File: src/rtl/sigmoid_backprop_16_bit.sv
// Sigmoid backward pass: dx = dy * y * (1 - y) in signed fixed point.
// One shared fixed-point multiplier is time-multiplexed over two cycles.
// Valid/ready handshake on both the operand and the result side.
module sigmoid_backprop_16_bit #(
    parameter int unsigned N = 16,
    parameter int unsigned Q = 12
) (
    input  logic         clk,
    input  logic         rst,
    input  logic         in_valid,
    output logic         in_ready,
    input  logic [N-1:0] y_in,
    input  logic [N-1:0] dy_in,
    output logic         out_valid,
    input  logic         out_ready,
    output logic [N-1:0] dx_out
);

    localparam int unsigned PW = 2 * N;

    // 1.0 in Q format, plus the saturation limits of an N-bit signed word
    localparam logic signed [N-1:0] ONE   = N'(32'd1 << Q);
    localparam logic signed [N-1:0] S_MAX = {1'b0, {(N-1){1'b1}}};
    localparam logic signed [N-1:0] S_MIN = {1'b1, {(N-1){1'b0}}};

    localparam logic [1:0] S_IDLE = 2'd0;
    localparam logic [1:0] S_MUL1 = 2'd1;
    localparam logic [1:0] S_MUL2 = 2'd2;
    localparam logic [1:0] S_DONE = 2'd3;

    logic [1:0]           state;
    logic [1:0]           state_next;

    logic signed [N-1:0]  y_reg;
    logic signed [N-1:0]  dy_reg;
    logic signed [N-1:0]  t_reg;

    logic signed [N-1:0]  y_clamp_c;
    logic signed [N-1:0]  mul_a_c;
    logic signed [N-1:0]  mul_b_c;
    logic signed [PW-1:0] prod_c;
    logic signed [PW-1:0] shifted_c;
    logic signed [N-1:0]  mul_res_c;

    logic                 accept_c;
    logic                 retire_c;

    assign accept_c = (state == S_IDLE) && in_valid;
    assign retire_c = (state == S_DONE) && out_ready;

    // Clamp the incoming activation into the legal sigmoid range [0, 1.0]
    always_comb begin
        y_clamp_c = $signed(y_in);
        if (y_in[N-1]) begin
            y_clamp_c = '0;
        end else if ($signed(y_in) > ONE) begin
            y_clamp_c = ONE;
        end
    end

    // Operand select for the shared multiplier: y*(1-y) first, then t*dy
    always_comb begin
        mul_a_c = '0;
        mul_b_c = '0;
        case (state)
            S_MUL1: begin
                mul_a_c = y_reg;
                mul_b_c = ONE - y_reg;
            end
            S_MUL2: begin
                mul_a_c = t_reg;
                mul_b_c = dy_reg;
            end
            default: begin
                mul_a_c = '0;
                mul_b_c = '0;
            end
        endcase
    end

    // Full-width signed product, rescaled by floor (arithmetic shift)
    assign prod_c    = PW'(mul_a_c) * PW'(mul_b_c);
    assign shifted_c = prod_c >>> Q;

    // Saturate when the bits above the result sign are not a pure sign extension
    always_comb begin
        mul_res_c = shifted_c[N-1:0];
        if ((shifted_c[PW-1:N-1] != '0) && (shifted_c[PW-1:N-1] != '1)) begin
            mul_res_c = shifted_c[PW-1] ? S_MIN : S_MAX;
        end
    end

    // State register
    always_ff @(posedge clk or negedge rst) begin
        if (!rst) begin
            state <= S_IDLE;
        end else begin
            state <= state_next;
        end
    end

    // Next-state logic: fixed IDLE -> MUL1 -> MUL2 -> DONE sequence
    always_comb begin
        state_next = state;
        case (state)
            S_IDLE: if (in_valid)  state_next = S_MUL1;
            S_MUL1:                state_next = S_MUL2;
            S_MUL2:                state_next = S_DONE;
            S_DONE: if (out_ready) state_next = S_IDLE;
            default:               state_next = S_IDLE;
        endcase
    end

    // Operand capture and intermediate product
    always_ff @(posedge clk or negedge rst) begin
        if (!rst) begin
            y_reg  <= '0;
            dy_reg <= '0;
            t_reg  <= '0;
        end else begin
            if (accept_c) begin
                y_reg  <= y_clamp_c;
                dy_reg <= $signed(dy_in);
            end
            if (state == S_MUL1) begin
                t_reg <= mul_res_c;
            end
        end
    end

    // Result register; holds its value until the next MUL2 overwrites it
    always_ff @(posedge clk or negedge rst) begin
        if (!rst) begin
            dx_out <= '0;
        end else if (state == S_MUL2) begin
            dx_out <= mul_res_c;
        end
    end

    // Handshake flags registered from the upcoming state
    always_ff @(posedge clk or negedge rst) begin
        if (!rst) begin
            in_ready  <= 1'b1;
            out_valid <= 1'b0;
        end else begin
            in_ready  <= (state_next == S_IDLE);
            out_valid <= (state_next == S_DONE);
        end
    end

    // retire_c documents the DONE exit condition used by the next-state logic
    logic unused_c;
    assign unused_c = retire_c;

endmodule
File: config.mk
export PLATFORM = sky130hd
export DESIGN_NAME = sigmoid_backprop_16_bit
export DESIGN_NICKNAME = d
export VERILOG_FILES = /design/src/rtl/sigmoid_backprop_16_bit.sv
export SDC_FILE = /design/constraint.sdc
export NUM_CORES = 1
export LEC_CHECK = 0
export ABC_CLOCK_PERIOD_IN_PS = 9700
export CELL_PAD_IN_SITES_DETAIL_PLACEMENT = 0
export CELL_PAD_IN_SITES_GLOBAL_PLACEMENT = 1
export CORE_MARGIN = 2
export CORE_UTILIZATION = 34
export CTS_BUF_LIST = sky130_fd_sc_hd__clkbuf_4
export DETAILED_ROUTE_END_ITERATION = 7
export GPL_ROUTABILITY_DRIVEN = 0
export PLACE_DENSITY_LB_ADDON = 0.1
export SLEW_MARGIN = 20
export SYNTH_ARGS = -nofsm -noshare
export SYNTH_HDL_FRONTEND = slang
export SYNTH_SLANG_ARGS = --single-unit
File: constraint.sdc
create_clock -name clk -period 9.7 [get_ports clk]
set_input_delay 0.97 -clock clk [delete_from_list [all_inputs] [get_ports clk]]
set_output_delay 0.97 -clock clk [all_outputs]
set_load 0.1 [all_outputs]
==> report_table.html <==
<table>
<tr><th>Metric</th><th>Value</th></tr>
<tr><th colspan="2">Cells and area</th></tr>
<tr><td>Most common library cell in the layout ignoring fill and taps</td><td>sky130_fd_sc_hd__inv_1</td></tr>
<tr><td>Count of fill cells added during filler insertion</td><td>4102</td></tr>
<tr><td>Area added between synthesis and finish</td><td>9.380%</td></tr>
<tr><td>Antenna diode count</td><td>0</td></tr>
<tr><td>Combined flip-flop and latch cell area</td><td>1678 µm²</td></tr>
<tr><td>Share of layout cells above drive strength 1</td><td>6.083%</td></tr>
<tr><td>Most frequent cells in the layout</td><td>sky130_fd_sc_hd__inv_1 (293), sky130_fd_sc_hd__fa_1 (261), sky130_fd_sc_hd__nand2_1 (164), sky130_fd_sc_hd__nor2_1 (147), sky130_fd_sc_hd__ha_1 (83)</td></tr>
<tr><td>Multi-input gate area</td><td>10110 µm²</td></tr>
<tr><td>Final #Nets</td><td>1841</td></tr>
<tr><td>Post-route insts no fill</td><td>1981</td></tr>
<tr><th colspan="2">Timing</th></tr>
<tr><td>Transition time of the tightest slew-check pin</td><td>1.034 ns</td></tr>
<tr><td>FMAX</td><td>110.4 MHz</td></tr>
<tr><td>Setup slack of the critical path after layout</td><td>0.6415 ns</td></tr>
<tr><td>Final slew viol count</td><td>0</td></tr>
<tr><td>Setup clock skew after layout</td><td>0.01246 ns</td></tr>
<tr><td>Sum of negative setup slack</td><td>0 ns</td></tr>
<tr><td>Period minus WS final</td><td>9.058 ns</td></tr>
<tr><td>Final setup vio count</td><td>0</td></tr>
<tr><td>Fraction of the cycle the final worst path needs</td><td>93.39%</td></tr>
<tr><td>Final hold violation count</td><td>0</td></tr>
<tr><td>RSZ-0062 raised after global routing</td><td>false</td></tr>
<tr><td>Headroom to the max-slew limit</td><td>31.09%</td></tr>
<tr><th colspan="2">Synth</th></tr>
<tr><td>Count of mapped cells out of synthesis</td><td>1434</td></tr>
<tr><td>Synthesized area per cell</td><td>9.200 µm²</td></tr>
<tr><td>Post-Synthesis Net Count</td><td>1816</td></tr>
<tr><td>Synth Flop Type</td><td>sky130_fd_sc_hd__dfrtp_1</td></tr>
<tr><td>Cell area after synthesis</td><td>13190 µm²</td></tr>
<tr><td>Post-synthesis sequential area ratio</td><td>12.72%</td></tr>
<tr><td>Yosys warning count</td><td>0</td></tr>
<tr><td>FF+latch count, synth</td><td>67</td></tr>
<tr><td>Ys async rst share</td><td>100.0%</td></tr>
<tr><td>Distinct cell type count after synthesis</td><td>59</td></tr>
<tr><td>Number of synthesized flops with an enable pin</td><td>0</td></tr>
<tr><th colspan="2">Clocking</th></tr>
<tr><td>H-tree levels</td><td>3</td></tr>
<tr><td>Clock root cell</td><td>sky130_fd_sc_hd__clkbuf_4</td></tr>
<tr><td>Post_cts resized</td><td>0</td></tr>
<tr><td>Clk buf depth</td><td>2</td></tr>
<tr><td>TritonCTS clock tree</td><td>built</td></tr>
<tr><td>Number of buffers added by the clock tree synthesis step</td><td>9</td></tr>
<tr><td>Clk sinks</td><td>67</td></tr>
<tr><td>Insertion delay to the later sink of the worst-skew pair</td><td>0.42 ns</td></tr>
<tr><td>Reg clk slew, reported paths</td><td>0.11 ns</td></tr>
<tr><th colspan="2">Power and ir drop</th></tr>
<tr><td>Worst supply voltage drop on vdd</td><td>0.2985 mV</td></tr>
<tr><td>Share of total power in the clock network</td><td>6.2%</td></tr>
<tr><td>Leakage power summed over all cells</td><td>6.903 nW</td></tr>
<tr><td>Sw power</td><td>1.811 mW</td></tr>
<tr><td>Switching Fraction</td><td>60.11%</td></tr>
<tr><td>Sequential fraction of design power</td><td>17.2%</td></tr>
<tr><td>Power Internal</td><td>1.202 mW</td></tr>
<tr><td>Power Dens Cells</td><td>208.8 nW/µm²</td></tr>
<tr><td>Fraction of power consumed by combinational cells</td><td>76.6%</td></tr>
<tr><th colspan="2">Setup path</th></tr>
<tr><td>Element type at the critical path end</td><td>register</td></tr>
<tr><td>CP bufs+invs</td><td>4</td></tr>
<tr><td>Most common cell on crit path</td><td>sky130_fd_sc_hd__fa_1</td></tr>
<tr><td>Maximum cell stage delay along the critical path</td><td>0.50 ns</td></tr>
<tr><td>Endpoint of the most critical register-to-register path</td><td>dx_out[2]$_DFFE_PN0P_</td></tr>
<tr><td>Setup slack on the worst flop-to-flop path</td><td>0.64 ns</td></tr>
<tr><td>Top fanout value on the critical path</td><td>15</td></tr>
<tr><td>Gate family responsible for the most delay along the worst path</td><td>simple AND/OR/NAND/NOR gates</td></tr>
<tr><td>Launching point of the worst reg2reg path</td><td>y_reg[3]$_DFFE_PN0P_</td></tr>
<tr><td>Worst endpoint required time</td><td>10.03 ns</td></tr>
<tr><td>Type of the setup path with the least slack</td><td>reg2reg</td></tr>
<tr><td>Slowest cell on the critical path</td><td>sky130_fd_sc_hd__fa_1</td></tr>
<tr><td>Logic depth of the worst register-to-register path</td><td>28</td></tr>
<tr><td>Arr. time, crit path</td><td>9.39 ns</td></tr>
<tr><td>Critical Path Start Type</td><td>register</td></tr>
<tr><th colspan="2">Global route</th></tr>
<tr><td>Global-route wire length before repair</td><td>66450 µm</td></tr>
<tr><td>Antenna violations before repair</td><td>1</td></tr>
<tr><td>Largest net degree at the start of global routing</td><td>68</td></tr>
<tr><td>Remaining global-route overflow</td><td>0</td></tr>
<tr><td>Vias in the first global route</td><td>10.76k</td></tr>
<tr><td>GRT Total Usage</td><td>21.88%</td></tr>
<tr><th colspan="2">Floorplanning</th></tr>
<tr><td>Placement Rows</td><td>72</td></tr>
<tr><td>Core box area</td><td>38470 µm²</td></tr>
<tr><td>Die span in x</td><td>201.0 µm</td></tr>
<tr><td>Area of the die</td><td>40390 µm²</td></tr>
<tr><td>Starting density of the core</td><td>34.30%</td></tr>
<tr><td>I/O pin cnt</td><td>54</td></tr>
<tr><td>Die height</td><td>201.0 µm</td></tr>
<tr><th colspan="2">Placement</th></tr>
<tr><td>Count of buffers inserted at the top-level ports</td><td>53</td></tr>
<tr><td># placed instances</td><td>1964</td></tr>
<tr><td>Pre-CTS worst setup slack</td><td>0.6731 ns</td></tr>
<tr><td>Detailed Place HPWL</td><td>35430 µm</td></tr>
<tr><th colspan="2">Routing</th></tr>
<tr><td>Post-route DRC</td><td>0</td></tr>
<tr><td>Wirelength, routed</td><td>42290 µm</td></tr>
<tr><td>Routed length per instance</td><td>21.35 µm</td></tr>
<tr><td>Vias per cell</td><td>4.973</td></tr>
<tr><td>Detailed router's first-iteration violation count</td><td>560</td></tr>
<tr><td>ANT nets after route</td><td>0</td></tr>
<tr><td>Detailed-routing iteration count for the pre-antenna-repair pass</td><td>5</td></tr>
<tr><td>Total via count in the routed design</td><td>9852</td></tr>
<tr><th colspan="2">Hold path</th></tr>
<tr><td>Class of the tightest hold or removal check</td><td>reg2reg</td></tr>
<tr><td>Hold Path Sink</td><td>dy_reg[5]$_DFFE_PN0P_</td></tr>
<tr><td>Hold path startpoint</td><td>dy_reg[5]$_DFFE_PN0P_</td></tr>
<tr><td>Worst hold path depth</td><td>1</td></tr>
<tr><th colspan="2">Flow run</th></tr>
<tr><td>Number of max-capacitance violations reported</td><td>0</td></tr>
<tr><th colspan="2">Status</th></tr>
<tr><td>Run status</td><td>finished clean</td></tr>
</table>
[kinds of logic (layout without fill, tap and decap cells)]
family                     count (synthesis)  in the layout  synth area share (%)
and+or+nand+nor                          429            429                 14.34
AOI/OAI and AO/OA                        171            171                 10.36
buffers and inverters                    363            392                 10.70
xor gates and xnor gates                  38             38                 2.523
DFF                                       67             67                 12.72
muxes                                     20             20                 1.698
adders and majority gates                346            346                 47.67
[worst max-delay path by stage]
stage | start | endpoint | slack (ns) | cells past startpoint
after floorplan | y_reg[3]$_DFFE_PN0P_ | dx_out[10]$_DFFE_PN0P_ | 2.06 | 30
after global placement | y_reg[3]$_DFFE_PN0P_ | dx_out[4]$_DFFE_PN0P_ | 0.66 | 28
after detailed placement | y_reg[3]$_DFFE_PN0P_ | dx_out[4]$_DFFE_PN0P_ | 0.67 | 29
after CTS | y_reg[3]$_DFFE_PN0P_ | dx_out[3]$_DFFE_PN0P_ | 0.64 | 29
after global routing | y_reg[3]$_DFFE_PN0P_ | dx_out[2]$_DFFE_PN0P_ | 0.15 | 28
final | y_reg[3]$_DFFE_PN0P_ | dx_out[2]$_DFFE_PN0P_ | 0.64 | 28
[area by class of cell]
class / count / area share (%)
clock buffers: 11 / 0.5723
multi-input cells: 1004 / 70.05
well taps: 518 / 4.491
flip-flops and latches: 67 / 11.63
repair buffers: 84 / 5.280
clock inverters: 4 / 0.3555
inverters: 293 / 7.622
[metrics by stage]
| stage | power [mW] | hold slack, ns | cell area [µm²] | util (%) |
|---|---|---|---|---|
| global route | 3.239 | 0.5474 | 14430 | 37.51 |
| floorplan | 2.018 | 0.4807 | 13190 | - |
| detailed placement | 2.840 | 0.5007 | 14280 | 37.13 |
| finish | 3.013 | 0.5244 | 14430 | 37.51 |
| CTS | 3.047 | 0.5263 | 14420 | 37.47 |
| global placement | 2.837 | 0.4981 | 14270 | 37.10 |
[routing by layer]
metal | vias to the layer above | wire, µm | global-route usage (%)
li1 | 4517 | - | -
met1 | 5090 | 19500 | 31.03
met2 | 211 | 20550 | 36.64
met3 | 34 | 1564 | 2.338
met4 | 0 | 667 | 3.810
met5 | - | 0 | 0
[power groups by stage]
| stage | Sequential (mW) | Clock (mW) | Combinational [mW] |
|---|---|---|---|
| finish | 0.519 | 0.187 | 2.31 |
| global placement | 0.524 | 0 | 2.31 |
| detailed placement | 0.523 | 0 | 2.32 |
| global route | 0.531 | 0.207 | 2.50 |
| CTS | 0.518 | 0.193 | 2.34 |
| floorplan | 0.750 | 0 | 1.27 |
[worst reg2reg max path, delay by kind of cell (launching register included)]
family,cells,cell delay [ns]
compound gates,4,1.05
fa+ha+maj,7,3.27
buf+inv,4,0.44
flops,1,0.47
simple gates,13,3.73
[cells in the mapped netlist, types with 3 or more instances]
master	n	area share, %
sky130_fd_sc_hd__ha_1	85	8.1
sky130_fd_sc_hd__a22oi_1	16	0.91
sky130_fd_sc_hd__buf_1	9	0.26
sky130_fd_sc_hd__and4_1	4	0.27
sky130_fd_sc_hd__o211ai_1	4	0.23
sky130_fd_sc_hd__a21oi_1	30	1.1
sky130_fd_sc_hd__and3_1	11	0.52
sky130_fd_sc_hd__or2_2	3	0.14
sky130_fd_sc_hd__buf_6	5	0.43
sky130_fd_sc_hd__o31ai_1	5	0.28
sky130_fd_sc_hd__nand2_1	164	4.7
sky130_fd_sc_hd__nand3_1	15	0.57
sky130_fd_sc_hd__nor4_1	5	0.24
sky130_fd_sc_hd__xor2_1	10	0.66
sky130_fd_sc_hd__nor2_1	147	4.2
sky130_fd_sc_hd__clkbuf_1	49	1.4
sky130_fd_sc_hd__o21ai_0	18	0.68
sky130_fd_sc_hd__a211oi_1	5	0.28
sky130_fd_sc_hd__or3_1	6	0.28
sky130_fd_sc_hd__a31oi_1	4	0.19
sky130_fd_sc_hd__buf_2	6	0.23
sky130_fd_sc_hd__nor3_1	11	0.42
sky130_fd_sc_hd__o21bai_1	3	0.17
sky130_fd_sc_hd__and2_1	23	1.1
sky130_fd_sc_hd__nor2b_1	15	0.71
sky130_fd_sc_hd__nand2b_1	17	0.81
sky130_fd_sc_hd__a21o_1	3	0.17
sky130_fd_sc_hd__a311oi_2	11	1.3
sky130_fd_sc_hd__xnor2_1	28	1.9
sky130_fd_sc_hd__a22o_1	30	2.0
sky130_fd_sc_hd__fa_1	261	40
sky130_fd_sc_hd__mux2_2	19	1.6
sky130_fd_sc_hd__nand4_1	4	0.19
sky130_fd_sc_hd__dfrtp_1	66	13
sky130_fd_sc_hd__inv_1	293	8.3
sky130_fd_sc_hd__a32o_1	4	0.30
sky130_fd_sc_hd__a311oi_1	17	1.1
[timing repair]
item / 4_1_cts / 5_1_grt
endpoints found under the setup margin: 0 / 8
setup buffers: 0 / 2
hold buffers: 0 / 0
Power figures use the tool's default switching activity.
